==> src/rtl/lsu_pkg.sv <==
// Shared load/store types for the posted-store buffer and its helpers.
package lsu_pkg;

  // Storage widths of a buffered entry; store_buffer parameters must not exceed these.
  localparam int LSU_ADDR_W = 20;
  localparam int LSU_DATA_W = 32;

  typedef enum logic [1:0] {
    SZ_BYTE = 2'd0,
    SZ_HALF = 2'd1,
    SZ_WORD = 2'd2
  } size_e;

  typedef struct packed {
    logic [LSU_ADDR_W-1:0] addr;
    logic [LSU_DATA_W-1:0] data;
    size_e                 size;
  } sb_entry_t;

  // Request size encoding 3 is an alias for a word access.
  function automatic size_e to_size(input logic [1:0] req_size);
    case (req_size)
      2'd0:    return SZ_BYTE;
      2'd1:    return SZ_HALF;
      default: return SZ_WORD;
    endcase
  endfunction

  function automatic logic [2:0] size_bytes(input size_e sz);
    case (sz)
      SZ_BYTE: return 3'd1;
      SZ_HALF: return 3'd2;
      default: return 3'd4;
    endcase
  endfunction

endpackage

==> src/rtl/sb_load_ext.sv <==
// Sign/zero extension of raw memory read data for byte, half and word loads.
module sb_load_ext
  import lsu_pkg::*;
#(
  parameter int DATA_W = 32
) (
  input  logic [1:0]        size,
  input  logic              is_unsigned,
  input  logic [DATA_W-1:0] raw,
  output logic [DATA_W-1:0] rdata
);

  // Replicate the sign bit of the accessed width unless the load is unsigned.
  always_comb begin
    rdata = raw;
    case (to_size(size))
      SZ_BYTE: rdata = {{(DATA_W-8){~is_unsigned & raw[7]}}, raw[7:0]};
      SZ_HALF: rdata = {{(DATA_W-16){~is_unsigned & raw[15]}}, raw[15:0]};
      default: rdata = raw;
    endcase
  end

endmodule

==> src/rtl/store_buffer.sv <==
// Posted-store FIFO sharing a single memory port with loads; loads win the
// port, stores drain from the head whenever the port is idle, and loads that
// overlap any buffered store stall until that store has drained.
module store_buffer
  import lsu_pkg::*;
#(
  parameter int ADDR_W  = 20,
  parameter int DATA_W  = 32,
  parameter int ENTRIES = 4
) (
  input  logic              clk,
  input  logic              rst,
  input  logic              req_valid,
  input  logic              req_wr,
  input  logic [1:0]        req_size,
  input  logic              req_unsigned,
  input  logic [ADDR_W-1:0] req_addr,
  input  logic [DATA_W-1:0] req_wdata,
  output logic              req_ready,
  output logic [DATA_W-1:0] resp_rdata,
  output logic              empty,
  output logic [ADDR_W-1:0] mem_addr,
  output logic [DATA_W-1:0] mem_wdata,
  output logic              mem_wr,
  output logic              mem_rd,
  output logic              mem_one_byte,
  output logic              mem_two_bytes,
  output logic              mem_four_bytes,
  input  logic [DATA_W-1:0] mem_rdata
);

  localparam int PTR_W = $clog2(ENTRIES);
  localparam int CNT_W = PTR_W + 1;

  sb_entry_t         fifo [ENTRIES];
  logic [PTR_W-1:0]  head, tail;
  logic [CNT_W-1:0]  count, count_nxt;
  logic              empty_q;

  logic [PTR_W-1:0]  age [ENTRIES];
  logic [ENTRIES-1:0] slot_hit;
  logic [ADDR_W:0]   ld_lo, ld_hi;
  logic              overlap, not_full;
  logic              load_acc, store_acc, drain;
  size_e             req_sz, sel_sz;
  logic [DATA_W-1:0] ext_rdata;

  sb_load_ext #(.DATA_W(DATA_W)) u_ext (
    .size        (req_size),
    .is_unsigned (req_unsigned),
    .raw         (mem_rdata),
    .rdata       (ext_rdata)
  );

  // Compare the load's byte range against every live entry; ranges use one
  // extra address bit so accesses at the top of memory never wrap to zero.
  always_comb begin
    req_sz   = to_size(req_size);
    ld_lo    = {1'b0, req_addr};
    ld_hi    = ld_lo + (ADDR_W+1)'(size_bytes(req_sz));
    slot_hit = '0;
    for (int i = 0; i < ENTRIES; i++) begin
      age[i] = PTR_W'(i) - head;
      slot_hit[i] = ({1'b0, age[i]} < count)
        && (ld_lo < ({1'b0, ADDR_W'(fifo[i].addr)} + (ADDR_W+1)'(size_bytes(fifo[i].size))))
        && ({1'b0, ADDR_W'(fifo[i].addr)} < ld_hi);
    end
    overlap = |slot_hit;
  end

  // Port arbitration: accepted load first, otherwise drain the head entry.
  always_comb begin
    not_full  = (count < CNT_W'(ENTRIES));
    store_acc = ~rst & req_valid & req_wr & not_full;
    load_acc  = ~rst & req_valid & ~req_wr & ~overlap;
    drain     = ~rst & ~load_acc & (count != '0);
    count_nxt = count + CNT_W'(store_acc) - CNT_W'(drain);

    req_ready      = ~rst & (req_wr ? not_full : ~overlap);
    resp_rdata     = '0;
    mem_addr       = '0;
    mem_wdata      = '0;
    mem_wr         = 1'b0;
    mem_rd         = 1'b0;
    mem_one_byte   = 1'b0;
    mem_two_bytes  = 1'b0;
    mem_four_bytes = 1'b0;
    sel_sz         = req_sz;

    if (load_acc) begin
      mem_rd     = 1'b1;
      mem_addr   = req_addr;
      resp_rdata = ext_rdata;
    end else if (drain) begin
      mem_wr    = 1'b1;
      mem_addr  = ADDR_W'(fifo[head].addr);
      mem_wdata = DATA_W'(fifo[head].data);
      sel_sz    = fifo[head].size;
    end

    if (load_acc | drain) begin
      mem_one_byte   = (sel_sz == SZ_BYTE);
      mem_two_bytes  = (sel_sz == SZ_HALF);
      mem_four_bytes = (sel_sz == SZ_WORD);
    end

    empty = rst | empty_q;
  end

  // Pointer and occupancy bookkeeping; reset discards every buffered store.
  always_ff @(posedge clk) begin
    if (rst) begin
      head    <= '0;
      tail    <= '0;
      count   <= '0;
      empty_q <= 1'b1;
    end else begin
      if (store_acc) tail <= tail + PTR_W'(1);
      if (drain)     head <= head + PTR_W'(1);
      count   <= count_nxt;
      empty_q <= (count_nxt == '0);
    end
  end

  // Entry payload is written unmasked; its size decides which bytes drain.
  always_ff @(posedge clk) begin
    if (store_acc)
      fifo[tail] <= '{addr: LSU_ADDR_W'(req_addr),
                      data: LSU_DATA_W'(req_wdata),
                      size: req_sz};
  end

endmodule

==> config.mk <==
export PLATFORM = sky130hd
export DESIGN_NAME = store_buffer
export DESIGN_NICKNAME = d
export VERILOG_FILES = /design/src/rtl/lsu_pkg.sv /design/src/rtl/sb_load_ext.sv /design/src/rtl/store_buffer.sv
export SDC_FILE = /design/constraint.sdc
export NUM_CORES = 1
export LEC_CHECK = 0
export ABC_CLOCK_PERIOD_IN_PS = 9300
export CAP_MARGIN = 20
export CORE_ASPECT_RATIO = 1.75
export CORE_MARGIN = 2
export CORE_UTILIZATION = 35
export CTS_CLUSTER_DIAMETER = 120
export DETAILED_ROUTE_END_ITERATION = 10
export GPL_TIMING_DRIVEN = 0
export SLEW_MARGIN = 40
export SYNTH_ARGS = -nofsm -noshare
export SYNTH_HDL_FRONTEND = slang
export SYNTH_SLANG_ARGS = --single-unit
==> constraint.sdc <==
create_clock -name clk -period 9.3 [get_ports clk]
set_input_delay 0.93 -clock clk [delete_from_list [all_inputs] [get_ports clk]]
set_output_delay 0.93 -clock clk [all_outputs]
set_load 0.01 [all_outputs]
-- Yosys cells after proc, flatten, opt, wreduce, memory -nomap -nowiden
Memories as Yosys holds them, arrays and structs flattened. A register that Yosys moved wholly into a read port is not among the register bits.
Cells that the tools add are included.
- output and inout port bits: 91
- bits in registers: 8
- logic and storage cells: 99
- input bits: 91
- latch bits: 0
- memory bits (read-only): 0
- memory bits (writable): 216
- memories: 1
- memory list (name ; depth ; width ; rd ports ; clocked after Yosys merged registers in ; write ports ; line ; RTL):
    fifo ; 4 ; 54 ; 5 ; 1 ; 1 ; store_buffer.sv:35 ; sb_entry_t fifo [ENTRIES];
- $add $sub $neg: 13
- reduce and logical (&&, ||, !) cells: 18
- multipliers: 0
- equal/unequal tests: 8
- shift operators: 0
- bitwise operators: 17
- $lt $le $gt $ge: 13
- divide/modulo/power cells: 0
- mux-type cells: 25
- operator list (kind ; number):
    $lt 20x21->1 ; 8
    $add 20x3->21 ; 5
    $mux 32 ; 3
    $pmux 32 s2 ; 1
    $mux 20 ; 2
    $pmux 3 s2 ; 5
    $eq 2x1->1 const B ; 7
    $logic_not 2->1 ; 7
    $lt 2x3->1 ; 4
    $and 1x1->1 ; 10
    $mux 1 ; 9
    $logic_and 1x1->1 ; 8
    $mux 2 ; 4
    $not 1->1 ; 5
    $add 2x1->2 const B ; 2
    $pmux 2 s2 ; 1
    $reduce_or 4->1 ; 1
    $sub 1x2->2 const A ; 2
    $sub 2x2->2 const A ; 2
    $add 3x1->3 ; 1
    $logic_not 3->1 ; 1
    $lt 3x3->1 const B ; 1
    $reduce_bool 3->1 ; 1
    $sub 3x1->3 ; 1
    other kinds (2) ; 3

-- Longest topological paths before layout
- depth after elaboration: 17
- gate-level depth with buffers: 28
- gate-level depth less buffers: 26

-- Cells and area by module
From an unflattened synthesis, not the netlist that was laid out.
- cell total of the unflattened synthesis: 1261
- area total of the unflattened synthesis: 15202.1 um^2
- by module, submodules not included (module ; area an instance (um^2) ; times used ; cells each ; sequential area each (um^2)):
    store_buffer ; 14846.7 ; 1 ; 1194 ; 6686.4
    sb_load_ext ; 355.3 ; 1 ; 67 ; 0.0

-- Least setup slack after synthesis
Ideal clock, no wire load.
- path type: input port to flip-flop
- start point: input port req_size[0]
- end point: register empty_q
- stages on the path: 26
- slack: 3.167 ns
- required time: 9.184 ns
- data arrival time: 6.016 ns
- cell sequence: clkbuf_1 > nor2b_1 > ha_1 > a21o_1 > a21oi_1 > nor2_1 > nand3_1 > xnor2_1 > ha_1 > nand3_1 > or4_1 > nor2_1 > a32o_1 > o21a_1 > o32ai_1 > or4_1 > buf_6 > buf_6 > nand2_2 > xnor2_1 > ha_1 > inv_1 > fa_1 > xor2_1 > xnor2_1 > a31o_2
- cells in the longest elaborated chain, start to end: 15
- elaborated cells between the ends (all ways): 23
- those cells by class: add/sub: 2; order compare: 4; eq/ne: 2; mux: 2; bitwise: 5; reduce/logical: 8
- ends and longest elaborated chain (item ; line ; RTL):
    from (decl) ; store_buffer.sv:15 ; input logic [1:0] req_size,
    $eq 2x1->1 / $logic_not 2->1 (equally long branches) ; lsu_pkg.sv:22 ; case (req_size)
    $pmux 2 s2 (*) ; lsu_pkg.sv:22 ;
    net req_sz[0] ; store_buffer.sv:45 ; size_e req_sz, sel_sz;
    $eq 2x1->1 / $logic_not 2->1 (equally long branches) ; lsu_pkg.sv:30 ; case (sz)
    $pmux 3 s2 (*) ; lsu_pkg.sv:30 ;
    $add 20x3->21 (*) ; store_buffer.sv:60 ; ld_hi = ld_lo + (ADDR_W+1)'(size_bytes(req_sz));
    $lt 20x21->1 ; store_buffer.sv:66 ; && ({1'b0, ADDR_W'(fifo[i].addr)} < ld_hi);
    $logic_and 1x1->1 ; store_buffer.sv:66 ;
    $reduce_or 4->1 (*) ; store_buffer.sv:68 ; overlap = |slot_hit;
    $not 1->1 (*) ; store_buffer.sv:75 ; load_acc = ~rst & req_valid & ~req_wr & ~overlap;
    $and 1x1->1 (*) ; store_buffer.sv:75 ;
    $not 1->1 (*) ; store_buffer.sv:76 ; drain = ~rst & ~load_acc & (count != '0);
    $and 1x1->1 (*) (2 in series) ; store_buffer.sv:76 ;
    $sub 3x1->3 (*) ; store_buffer.sv:77 ; count_nxt = count + CNT_W'(store_acc) - CNT_W'(drain);
    $logic_not 3->1 (*) ; store_buffer.sv:121 ; empty_q <= (count_nxt == '0);
    to (signal assigned) ; store_buffer.sv:121 ;
    to (decl) ; store_buffer.sv:38 ; logic empty_q;
Mark *: on every way through the listed nets, which the timed path passes. The rest lies on a longest branch.
A chain may end at the register's enable or synchronous reset.

-- Worst setup path in the final report
- start point: input port req_size[0]
- end point: output port mem_four_bytes
- cells in the longest elaborated chain, start to end: 17
- elaborated cells between the ends (all ways): 26
- those cells by class: add/sub: 1; order compare: 4; eq/ne: 3; mux: 5; bitwise: 6; reduce/logical: 7
- ends and longest elaborated chain (item ; line ; RTL):
    $eq 2x1->1 / $logic_not 2->1 (equally long branches) ; lsu_pkg.sv:22 ;
    $pmux 2 s2 (*) ; lsu_pkg.sv:22 ;
    net req_sz[0] ; store_buffer.sv:45 ;
    $eq 2x1->1 / $logic_not 2->1 (equally long branches) ; lsu_pkg.sv:30 ;
    $pmux 3 s2 ; lsu_pkg.sv:30 ;
    $add 20x3->21 ; store_buffer.sv:60 ;
    $lt 20x21->1 ; store_buffer.sv:66 ;
    $logic_and 1x1->1 ; store_buffer.sv:66 ;
    $reduce_or 4->1 ; store_buffer.sv:68 ;
    $not 1->1 ; store_buffer.sv:75 ;
    $and 1x1->1 ; store_buffer.sv:75 ;
    $not 1->1 ; store_buffer.sv:76 ;
    $and 1x1->1 (2 in series) ; store_buffer.sv:76 ;
    $mux 2 ; store_buffer.sv:94 ; end else if (drain) begin
    $mux 2 ; store_buffer.sv:90 ; if (load_acc) begin
    $eq 2x2->1 ; store_buffer.sv:104 ; mem_four_bytes = (sel_sz == SZ_WORD);
    $mux 1 (*) ; store_buffer.sv:101 ; if (load_acc | drain) begin
    to (decl) ; store_buffer.sv:28 ; output logic mem_four_bytes,
Marks and branches as above.

==> out/summary.log <==
INFO  yosys          ys_seq_elements=226
INFO  setup_path     timing_worst_setup_path_type=in -> out
INFO  sta            final_hold_viol_count=0
INFO  sta            final_max_slew_viol_count=0
INFO  cts            cts-buffers-inserted=22
INFO  cts            htree_levels=1
INFO  cts            ctsResizeCount=0
INFO  cts            clock-root-buffer=sky130_fd_sc_hd__clkbuf_16
INFO  sta            maxClockFrequency=115MHz
INFO  yosys          post-synth-top-area-fraction=44.0%
INFO  grt            grt_start_max_net_pins=33
INFO  sta            relative_max_transition_margin=40.0%
INFO  finish         sequential_cell_area=6690squm
INFO  setup_path     critical_path.startpoint_type=input pin
INFO  detailed_routing drcViolationCount=0
INFO  cts            clock_insertion_delay_at_the_later_pin_of_the_skew_report=0.54ns
INFO  detailed_routing route.vias.total=10,900
INFO  sta            rsz_0062_raised_after_global_routing=no
INFO  yosys          postSynth.topFlopCell=sky130_fd_sc_hd__edfxtp_1
INFO  yosys          synthesis.area_per_instance=11.9squm
INFO  yosys          synth_most_common_cell=sky130_fd_sc_hd__edfxtp_1
INFO  pwr            report.power.total=3.26mW
INFO  finish         layoutNonFillerInstCount=2,019
INFO  setup_path     critPathRequiredTime=8.37ns
INFO  yosys          syn_area=14,700squm
INFO  pwr            ir_worst_vdd=0.156mV
INFO  yosys          syn-num-nets=1,513
INFO  placement      routability_congestion_estimate=0.928
INFO  outcome        result_of_the_run=completed
INFO  detailed_routing drt_iter0_markers=489
INFO  pwr            power.density=180nW/um^2
INFO  flow_run       drv_cap=0
INFO  finish         num-nets-final=1,723
INFO  sta            timing.final.crit_share=93.7%
INFO  floorplanning  total_die_area=43,900squm
INFO  sta            finClkSkew=0.0152ns
INFO  grt            gr-usage-all-layers=20.7%
INFO  sta            layout_min_cycle_time=8.72ns
INFO  placement      dp_hpwl=34.9mm
INFO  cts            cts_tree=built
INFO  yosys          ys_warnings=0
INFO  floorplanning  initial_utilization=35.4%
INFO  placement      place.detailed.instances=1,981
INFO  yosys          synth_cells=1,240
INFO  worst_hold_path min-delay-path-class=reg -> reg
INFO  setup_path     crit_fanout=10
INFO  finish         post_route_cells_drive_above_1_share=9.49%
INFO  yosys          async_flop_share=0%
INFO  grt            overflow=0
INFO  floorplanning  placementRows=99
INFO  placement      number_of_buffers_added_on_ports=181
INFO  finish         layout.filler_cells=3,969
INFO  detailed_routing detail_route.first_pass.iterations=7
INFO  yosys          number_of_distinct_library_cell_variants_in_the_gate_level_netlist_after_synthesis=67
INFO  cts            holdBufCountCts=0
INFO  floorplanning  horizontal_die_dimension=159um
INFO  placement      place_area=17,400squm
INFO  finish         multi_input_gate_area=7690squm
INFO  cts            cts_sinks=226
INFO  finish         areaGrowthSynthToFinish=22.8%
INFO  sta            layout_setup_ws=0.582ns
INFO  floorplanning  i_o_pin_count=182
INFO  detailed_routing final_antenna_net_count=0
INFO  setup_path     critPathArrivalTime=7.79ns
INFO  cts            cts_buffer_depth=3
INFO  cts            cts_setup_buffers=0
INFO  grt            first_global_vias=11,500
INFO  yosys          synth_top_cells_by_area=sky130_fd_sc_hd__edfxtp_1 (44%), sky130_fd_sc_hd__ha_1 (15%), sky130_fd_sc_hd__mux4_2 (8.2%), sky130_fd_sc_hd__xor2_1 (2.9%), sky130_fd_sc_hd__xnor2_1 (2.8%)
INFO  pwr            cellLeakagePower=6.63nW
INFO  detailed_routing wl_per_cell=22.5um
INFO  yosys          yosys.area.top_type=sky130_fd_sc_hd__edfxtp_1
INFO  grt            grt_pass1_wl=69.2mm
INFO  cts            cts.clk_slew.worst_paths=0.07ns
INFO  yosys          synth_enable_flop_cells=216
INFO  detailed_routing routed_wirelength=45.4mm
INFO  yosys          synth.top_cells.by_count=sky130_fd_sc_hd__edfxtp_1 (216), sky130_fd_sc_hd__ha_1 (176), sky130_fd_sc_hd__a21oi_1 (75), sky130_fd_sc_hd__nand2_1 (75), sky130_fd_sc_hd__nor2_1 (68)
INFO  finish         num_antenna_cells=0
INFO  grt            antenna_found_initial=0
INFO  setup_path     cp-end-kind=output pin
INFO  finish         layout.cell_area.non_filler=18,100squm
INFO  yosys          register_area_share_after_synthesis=45.3%
INFO  floorplanning  floorplan.core_area=41,600squm
INFO  sta            final-setup-viol-count=0
INFO  detailed_routing route.detailed.vias_per_inst=5.39
INFO  sta            worst_pin_slew=0.897ns
INFO  placement      pre_cts_slack=0.581ns
INFO  floorplanning  die_height=276um
==> placed cells by master, fill, tap and decap left out, drive strengths merged, types with 5 or more instances in the layout <==
master	instances
xnor2	47
dfxtp	10
and3	38
buf	16
mux4	54
nand4	33
nand2	76
and2	17
nor3	10
ha	176
nand3	65
inv	54
o21a	5
clkbuf	55
nor2	68
nand2b	15
a21oi	85
a21o	30
fa	6
a211oi	7
a31oi	6
o21ai	59
nor2b	7
clkdlybuf4s50	181
and4	8
xor2	48
clkinv	9
edfxtp	216
or4	5
==> worst paths after layout <==
kind | slack, ns | startpoint | to | cells after the start
worst max-delay path | 0.58 | req_size[0] | mem_four_bytes | 19
worst min-delay path | 0.55 | tail[1]$_SDFFE_PP0P_ | tail[1]$_SDFFE_PP0P_ | 2
worst max register to register | 2.52 | fifo[3][1]$_DFFE_PP_ | empty_q$_SDFF_PP1_ | 26
worst min register to register | 0.55 | tail[1]$_SDFFE_PP0P_ | tail[1]$_SDFFE_PP0P_ | 2
==> critical path, stage by stage <==
cell and delay [ns]:
sky130_fd_sc_hd__clkdlybuf4s50_1 0.50, sky130_fd_sc_hd__clkbuf_1 0.31, sky130_fd_sc_hd__nor2b_1 0.60, sky130_fd_sc_hd__fa_1 0.34, sky130_fd_sc_hd__a21oi_1 0.22, sky130_fd_sc_hd__nor2_1 0.75, sky130_fd_sc_hd__nand2_1 0.15, sky130_fd_sc_hd__xnor2_1 0.50
sky130_fd_sc_hd__ha_1 0.22, sky130_fd_sc_hd__nand2_1 0.09, sky130_fd_sc_hd__or4_1 0.52, sky130_fd_sc_hd__o21ai_0 0.56, sky130_fd_sc_hd__a21o_1 0.22, sky130_fd_sc_hd__o22ai_1 0.07, sky130_fd_sc_hd__or4_1 0.44, sky130_fd_sc_hd__buf_6 0.18
sky130_fd_sc_hd__buf_2 0.24, sky130_fd_sc_hd__o21ai_0 0.32, sky130_fd_sc_hd__clkdlybuf4s50_1 0.62
==> registers in the layout (all words and copies together) (netlist names), named ones only <==
signal,flops
head,2
count,3
tail,2
empty_q,1
fifo,216
==> cells by family (layout without fill, tap and decap cells) <==
logic type	after synthesis	after routing	share of synthesized area, %
muxes	59	59	8.62
buffers and inverters	96	320	2.67
adders and majority gates	182	182	15.7
xor gates and xnor gates	95	95	5.64
and+or+nand+nor	356	356	12.4
AOI/OAI and AO/OA	226	226	9.59
DFF	226	226	45.3
==> per-stage QoR <==
step,utilization [%],hold slack [ns],setup TNS (ns)
after floorplan,-,0.508,0
after global placement,41.5,0.527,-0.223
after detailed placement,41.7,0.540,0
after CTS,43.5,0.556,0
after global routing,43.5,0.585,0
final,43.5,0.552,0
==> power breakdown <==
group,internal (mW),switching [mW]
sequential,1.15,0.0261
clock,0.547,0.405
combinational,0.550,0.578
==> area by class of cell <==
type,instances,share of cell area (%)
Clock inverter,14,1.04
Multi-Input combinational cell,918,42.4
Buffer,43,1.11
Clock buffer,24,3.08
Tap cell,555,3.83
Inverter,53,1.10
Timing Repair Buffer,186,10.5
Sequential cell,226,36.9
==> layer usage <==
metal  vias up  track usage [%]  wire (um)
met5         -                0          0
met4         0             11.2       2560
met3        87             2.90       1800
met2       269             40.4      24600
met1      5363             21.3      16400
li1       5170                -          -
No activity file was read; power rests on OpenSTA's default activity.
==> RTL change 1, RTL diff (config.mk and constraints unchanged) <==
`ENTRIES`: 4 -> 8.
--- a/src/rtl/store_buffer.sv
+++ b/src/rtl/store_buffer.sv
@@ -8,3 +8,3 @@
   parameter int DATA_W  = 32,
-  parameter int ENTRIES = 4
+  parameter int ENTRIES = 8
 ) (
Function: no difference found for any inputs over 4 cycles, from zero or initial values and one cycle with rst high; that may be too few to reach the edited logic, so the function may still have changed.
==> RTL change 1 against the unedited design <==
Core utilization decreased by 1.5 points. Total power grew 92%. Setup slack worse by 370 ps. Global-route usage increased by 0.88 points. Die area rose by 90%. Area after synthesis rose by 92%. Sequential cell count up 220. Combinational power up 92%. Final area rose by 87%. Routed wire length rose by 97%.
==> RTL change 1: results (changes against the unedited design) <==
Routing
  • Initial DRC count: 1,443 (was 489)
  • Met1 WL: 31,700 µm (was 16,400 µm)
  • Met3 WL post-DR: 4890 µm (was 1800 µm)
  • Uppermost layer routed: met5 (was met4)
  • DR WL met2: 46,700 µm (was 24,600 µm)
  • Via count: 20,400 (was 10,900)

Critical path
  • Critical-path top delay cell: clkdlybuf4s50_1 (was nor2_1)
  • Worst EP arrival: 8150 ps (was 7790 ps)
  • R2R depth: 24 (was 26)

Run status
  • Status: completed (unchanged)

Final layout
  • Layout cells sized above 1: 0.121 (was 0.0949)
  • Top flop regs: fifo x432, count x4 (was fifo x216, count x3)
  • Nets: 2,976 (was 1,723)

GRT
  • Vias in the first global route: 21,500 (was 11,500)
  • Total GRT Usage: 0.216 (was 0.207)
  • Pin count of the biggest net entering global routing: 23 (was 33)
  • Global-route wire length before repair: 133,000 µm (was 69,200 µm)

Placement
  • Detail Placement HPWL: 70,000 µm (was 34,900 µm)
  • Placed cells: 3,525 (was 1,981)
  • Gp weighted congestion: 0.938 (was 0.928)
  • Pre-CTS setup slack: -403 ps (was 581 ps)

Pwr
  • Psw: 2.05 mW (was 1.01 mW)
  • Sequential power: 2.27 mW (was 1.18 mW)
  • VDD IR max: 0.000178 V (was 0.000156 V)
  • Clk power: 1.82 mW (was 952 µW)

CTS
  • CTS Buf Count: 46 (was 22)
  • Clock latency on the worst-skew pair: 610 ps (was 540 ps)
  • Post-CTS setup repair buffer count: 2 (was 0)

Logic synthesis
  • Synth cell types: 62 (was 67)
  • Seq/Total Area, Yosys: 0.468 (was 0.453)
-- RTL change 1: cell types whose count changed in the layout (fill, tap and decap cells not counted), sizes merged, moves of 24 or more --
cell	change
nand2	+86
clkbuf	+57
mux2i	+55
mux4	+54
nor3	+42
a21oi	+47
edfxtp	+216
buf	+70
nor2	+39
nor2b	+24
xor2	+72
ha	+174
nand4	+24
-- RTL change 1: kinds of logic (layout without fill, tap and decap cells) --
family,after synthesis,count (layout),synth area share
and+or+nand+nor,593,593,0.105
muxes,186,186,0.115
other,0,1,0
AOI/OAI and AO/OA,365,365,0.0802
adders and majority gates,360,360,0.162
xor gates and xnor gates,170,170,0.0526
DFF,446,446,0.468
buffers and inverters,127,440,0.0173
-- RTL change 1: final timing paths --
kind / startpoint / end / slack (ps)
worst max-delay path: req_size[1] / mem_wdata[31] / 220
worst min-delay path: tail[2]$_SDFFE_PP0P_ / tail[2]$_SDFFE_PP0P_ / 590
worst max register to register: fifo[6][1]$_DFFE_PP_ / empty_q$_SDFF_PP1_ / 2750
worst min register to register: tail[2]$_SDFFE_PP0P_ / tail[2]$_SDFFE_PP0P_ / 590
-- RTL change 1: routing by layer --
| layer | vias to the layer above | track usage |
|---|---|---|
| li1 | 9303 | - |
| met1 | 10000 | 0.232 |
| met2 | 749 | 0.393 |
| met3 | 255 | 0.0324 |
| met4 | 2 | 0.134 |
| met5 | - | 0 |
-- RTL change 1: layout make-up --
type                       instances  area (µm²)
antenna                            1        2.50
buffer                            70         299
clock buffer                      59        1240
clock inverter                    24         189
fill                            7511       46600
inverter                          57         214
multi-input combinational       1674       14900
sequential                       446       13300
tap                             1050        1310
timing repair buffer             230        2470
-- RTL change 1: worst min-delay path, cell delays in order (launching register included) --
cell and delay [ps]:
dfxtp_1 370, xor2_1 80, nor2_1 100
==> RTL change 2, RTL diff (config.mk and constraints unchanged) <==
Made on the original files. Make the reset (`rst`) asynchronous in one clocked block.
--- a/src/rtl/store_buffer.sv
+++ b/src/rtl/store_buffer.sv
@@ -110,3 +110,3 @@
   // Pointer and occupancy bookkeeping; reset discards every buffered store.
-  always_ff @(posedge clk) begin
+  always_ff @(posedge clk or posedge rst) begin
     if (rst) begin
Formal check against the unedited RTL: same outputs for any inputs over 4 cycles, from zero or initial values and one cycle with rst high; that may be too few to reach the edited logic, so the function may still have changed.
==> RTL change 2 against the unedited design <==
Via count decreased by 1.4%. Critical endpoint is now mem_wdata[29]. Count of clock-buffer cells in the layout increased by 2. Highest routed layer unchanged. Setup slack improved by 11 ps. Area after synthesis increased by 1.2%. Critical path type unchanged. Sequential cell count decreased by 2. Total power increased by 3.9%. Routed wire length decreased by 0.35%. Final area increased by 0.75%.
==> RTL change 2: results (changes against the unedited design) <==
Routing
  • Via count: 10,700 (was 10,900)
  • Initial DRC count: 507 (was 489)
  • Met3 WL post-DR: 1720 µm (was 1800 µm)
  • Met1 WL: 15,700 µm (was 16,400 µm)
  • Routed WL: 45,200 µm (was 45,400 µm)
  • DR WL met2: 24,900 µm (was 24,600 µm)
  • Drt first pass iters: 5 (was 7)

Placement
  • Port Buf Inserts: 181 (unchanged)
  • Placed cell area: 0.0176 mm² (was 0.0174 mm²)
  • Gp weighted congestion: 0.903 (was 0.928)
  • Detail Placement HPWL: 35,100 µm (was 34,900 µm)

Pwr
  • Static leakage: 6.62 nW (was 6.63 nW)
  • VDD IR max: 0.000111 V (was 0.000156 V)

Critical path
  • Reg-to-reg endpoint: empty_q$_DFF_PP1_ (was empty_q$_SDFF_PP1_)
  • Reg2Reg Setup Slack: 3180 ps (was 2520 ps)
  • CP endpoint: mem_wdata[29] (was mem_four_bytes)
  • Critical-path top delay cell: clkdlybuf4s50_1 (was nor2_1)
  • Top delay family on crit path: simple AND/OR/NAND/NOR gates (unchanged)
  • CP Launch Point: req_size[1] (was req_size[0])
  • R2R depth: 27 (was 26)
  • Critical path's largest stage delay: 630 ps (was 750 ps)
  • Worst EP arrival: 7780 ps (was 7790 ps)
  • Reg-to-reg startpoint: fifo[0][1]$_DFFE_PP_ (was fifo[3][1]$_DFFE_PP_)

Logic synthesis
  • Syn nets: 1,479 (was 1,513)
  • Seq/Total Area, Yosys: 0.448 (was 0.453)
  • Synth cell types: 66 (was 67)
  • Post-synth top cells: edfxtp_1, ha_1, nand2_1 (was edfxtp_1, ha_1, a21oi_1, nand2_1, nor2_1)
  • Async set-or-reset flop fraction in the synthesized netlist: 0.0357 (was 0)
  • Top post-synthesis cells by area: edfxtp_1, ha_1, mux4_2 (unchanged)

CTS
  • Clock latency on the worst-skew pair: 510 ps (was 540 ps)

GRT
  • GR Util met1: 0.198 (was 0.213)
  • Global-route wire length before repair: 68,300 µm (was 69,200 µm)
  • Total GRT Usage: 0.203 (was 0.207)

Final layout
  • Nets: 1,690 (was 1,723)
  • Layout cells sized above 1: 0.101 (was 0.0949)

STA
  • Worst slew pin tran: 862 ps (was 897 ps)
  • Clock Skew: 15.5 ps (was 15.2 ps)

Run status
  • Status: completed (unchanged)
## RTL change 2: cell count changes after synthesis, sizes merged, moves of 10 or more
cell / delta
nand3: -27
xnor2: -16
nor2: -28
nor3b: +34
xor2: +15
dfxtp: -10
a21oi: -16
o21ai: -23
nor2b: +23
a21boi: +26
nand2: +16
inv: -21
and3: -14
mux2: +19
## RTL change 2: worst reg2reg max path, stage by stage, from the launching register on
cell and delay [ps]:
edfxtp_1 450, nor2_1 130, ha_1 160, inv_1 50, fa_1 410, nand2b_1 180
a21oi_1 440, and3_1 240, clkbuf_1 250, nand3_1 140, xor2_1 160, ha_1 330
nand4_1 160, or2_2 300, o221ai_1 200, a221o_1 220, a21oi_1 110, a21boi_0 180
and3_4 210, buf_6 170, clkbuf_1 450, o21ai_0 180, ha_1 210, inv_1 60
fa_1 170, xnor2_1 130, xnor2_1 110, nor3_1 200
## RTL change 2: cell type report
type	count	area, µm²
buffer	43	203
clock buffer	26	544
clock inverter	10	111
fill	4043	24000
inverter	32	120
multi-input combinational	907	7950
sequential	224	6690
tap	561	702
timing repair buffer	188	1930
## RTL change 2: metrics by stage
step | hold WS (ps) | worst slack [ps] | std cells | util
5_1_grt | 705 | 369 | 1991 | 0.432
4_1_cts | 654 | 601 | 1990 | 0.431
3_5_place_dp | 645 | 637 | 1954 | 0.416
2_1_floorplan | 568 | 3250 | 1206 | -
6_report | 653 | 593 | 1991 | 0.432
3_3_place_gp | 595 | 643 | 1948 | 0.412
## RTL change 2: report_power, final
part / switching, mW / internal (mW)
Clock: 0.377 / 0.474
Sequential: 0.0407 / 1.16
Combinational: 0.644 / 0.687
## RTL change 2: worst min-delay path by stage
| stage | startpoint | to | slack, ps | cells past startpoint |
|---|---|---|---|---|
| finish | tail[1]$_DFFE_PP0P_ | tail[1]$_DFFE_PP0P_ | 650 | 2 |
| global route | tail[1]$_DFFE_PP0P_ | tail[1]$_DFFE_PP0P_ | 710 | 2 |
| CTS | tail[0]$_DFFE_PP0P_ | tail[0]$_DFFE_PP0P_ | 650 | 2 |
| detailed placement | tail[0]$_DFFE_PP0P_ | tail[0]$_DFFE_PP0P_ | 640 | 2 |
| global placement | tail[1]$_DFFE_PP0P_ | tail[1]$_DFFE_PP0P_ | 600 | 2 |
| floorplan | count[0]$_DFF_PP0_ | count[0]$_DFF_PP0_ | 570 | 1 |
## RTL change 2: kinds of logic after synthesis
| logic type | after synthesis | share of synthesized area |
|---|---|---|
| AND/OR/NAND/NOR | 351 | 0.128 |
| buffers and inverters | 75 | 0.0215 |
| AO/OA/AOI/OAI | 202 | 0.0873 |
| adder cells (fa/ha/maj) | 182 | 0.156 |
| XOR/XNOR | 94 | 0.0552 |
| flip-flops | 224 | 0.448 |
| multiplexers | 78 | 0.105 |
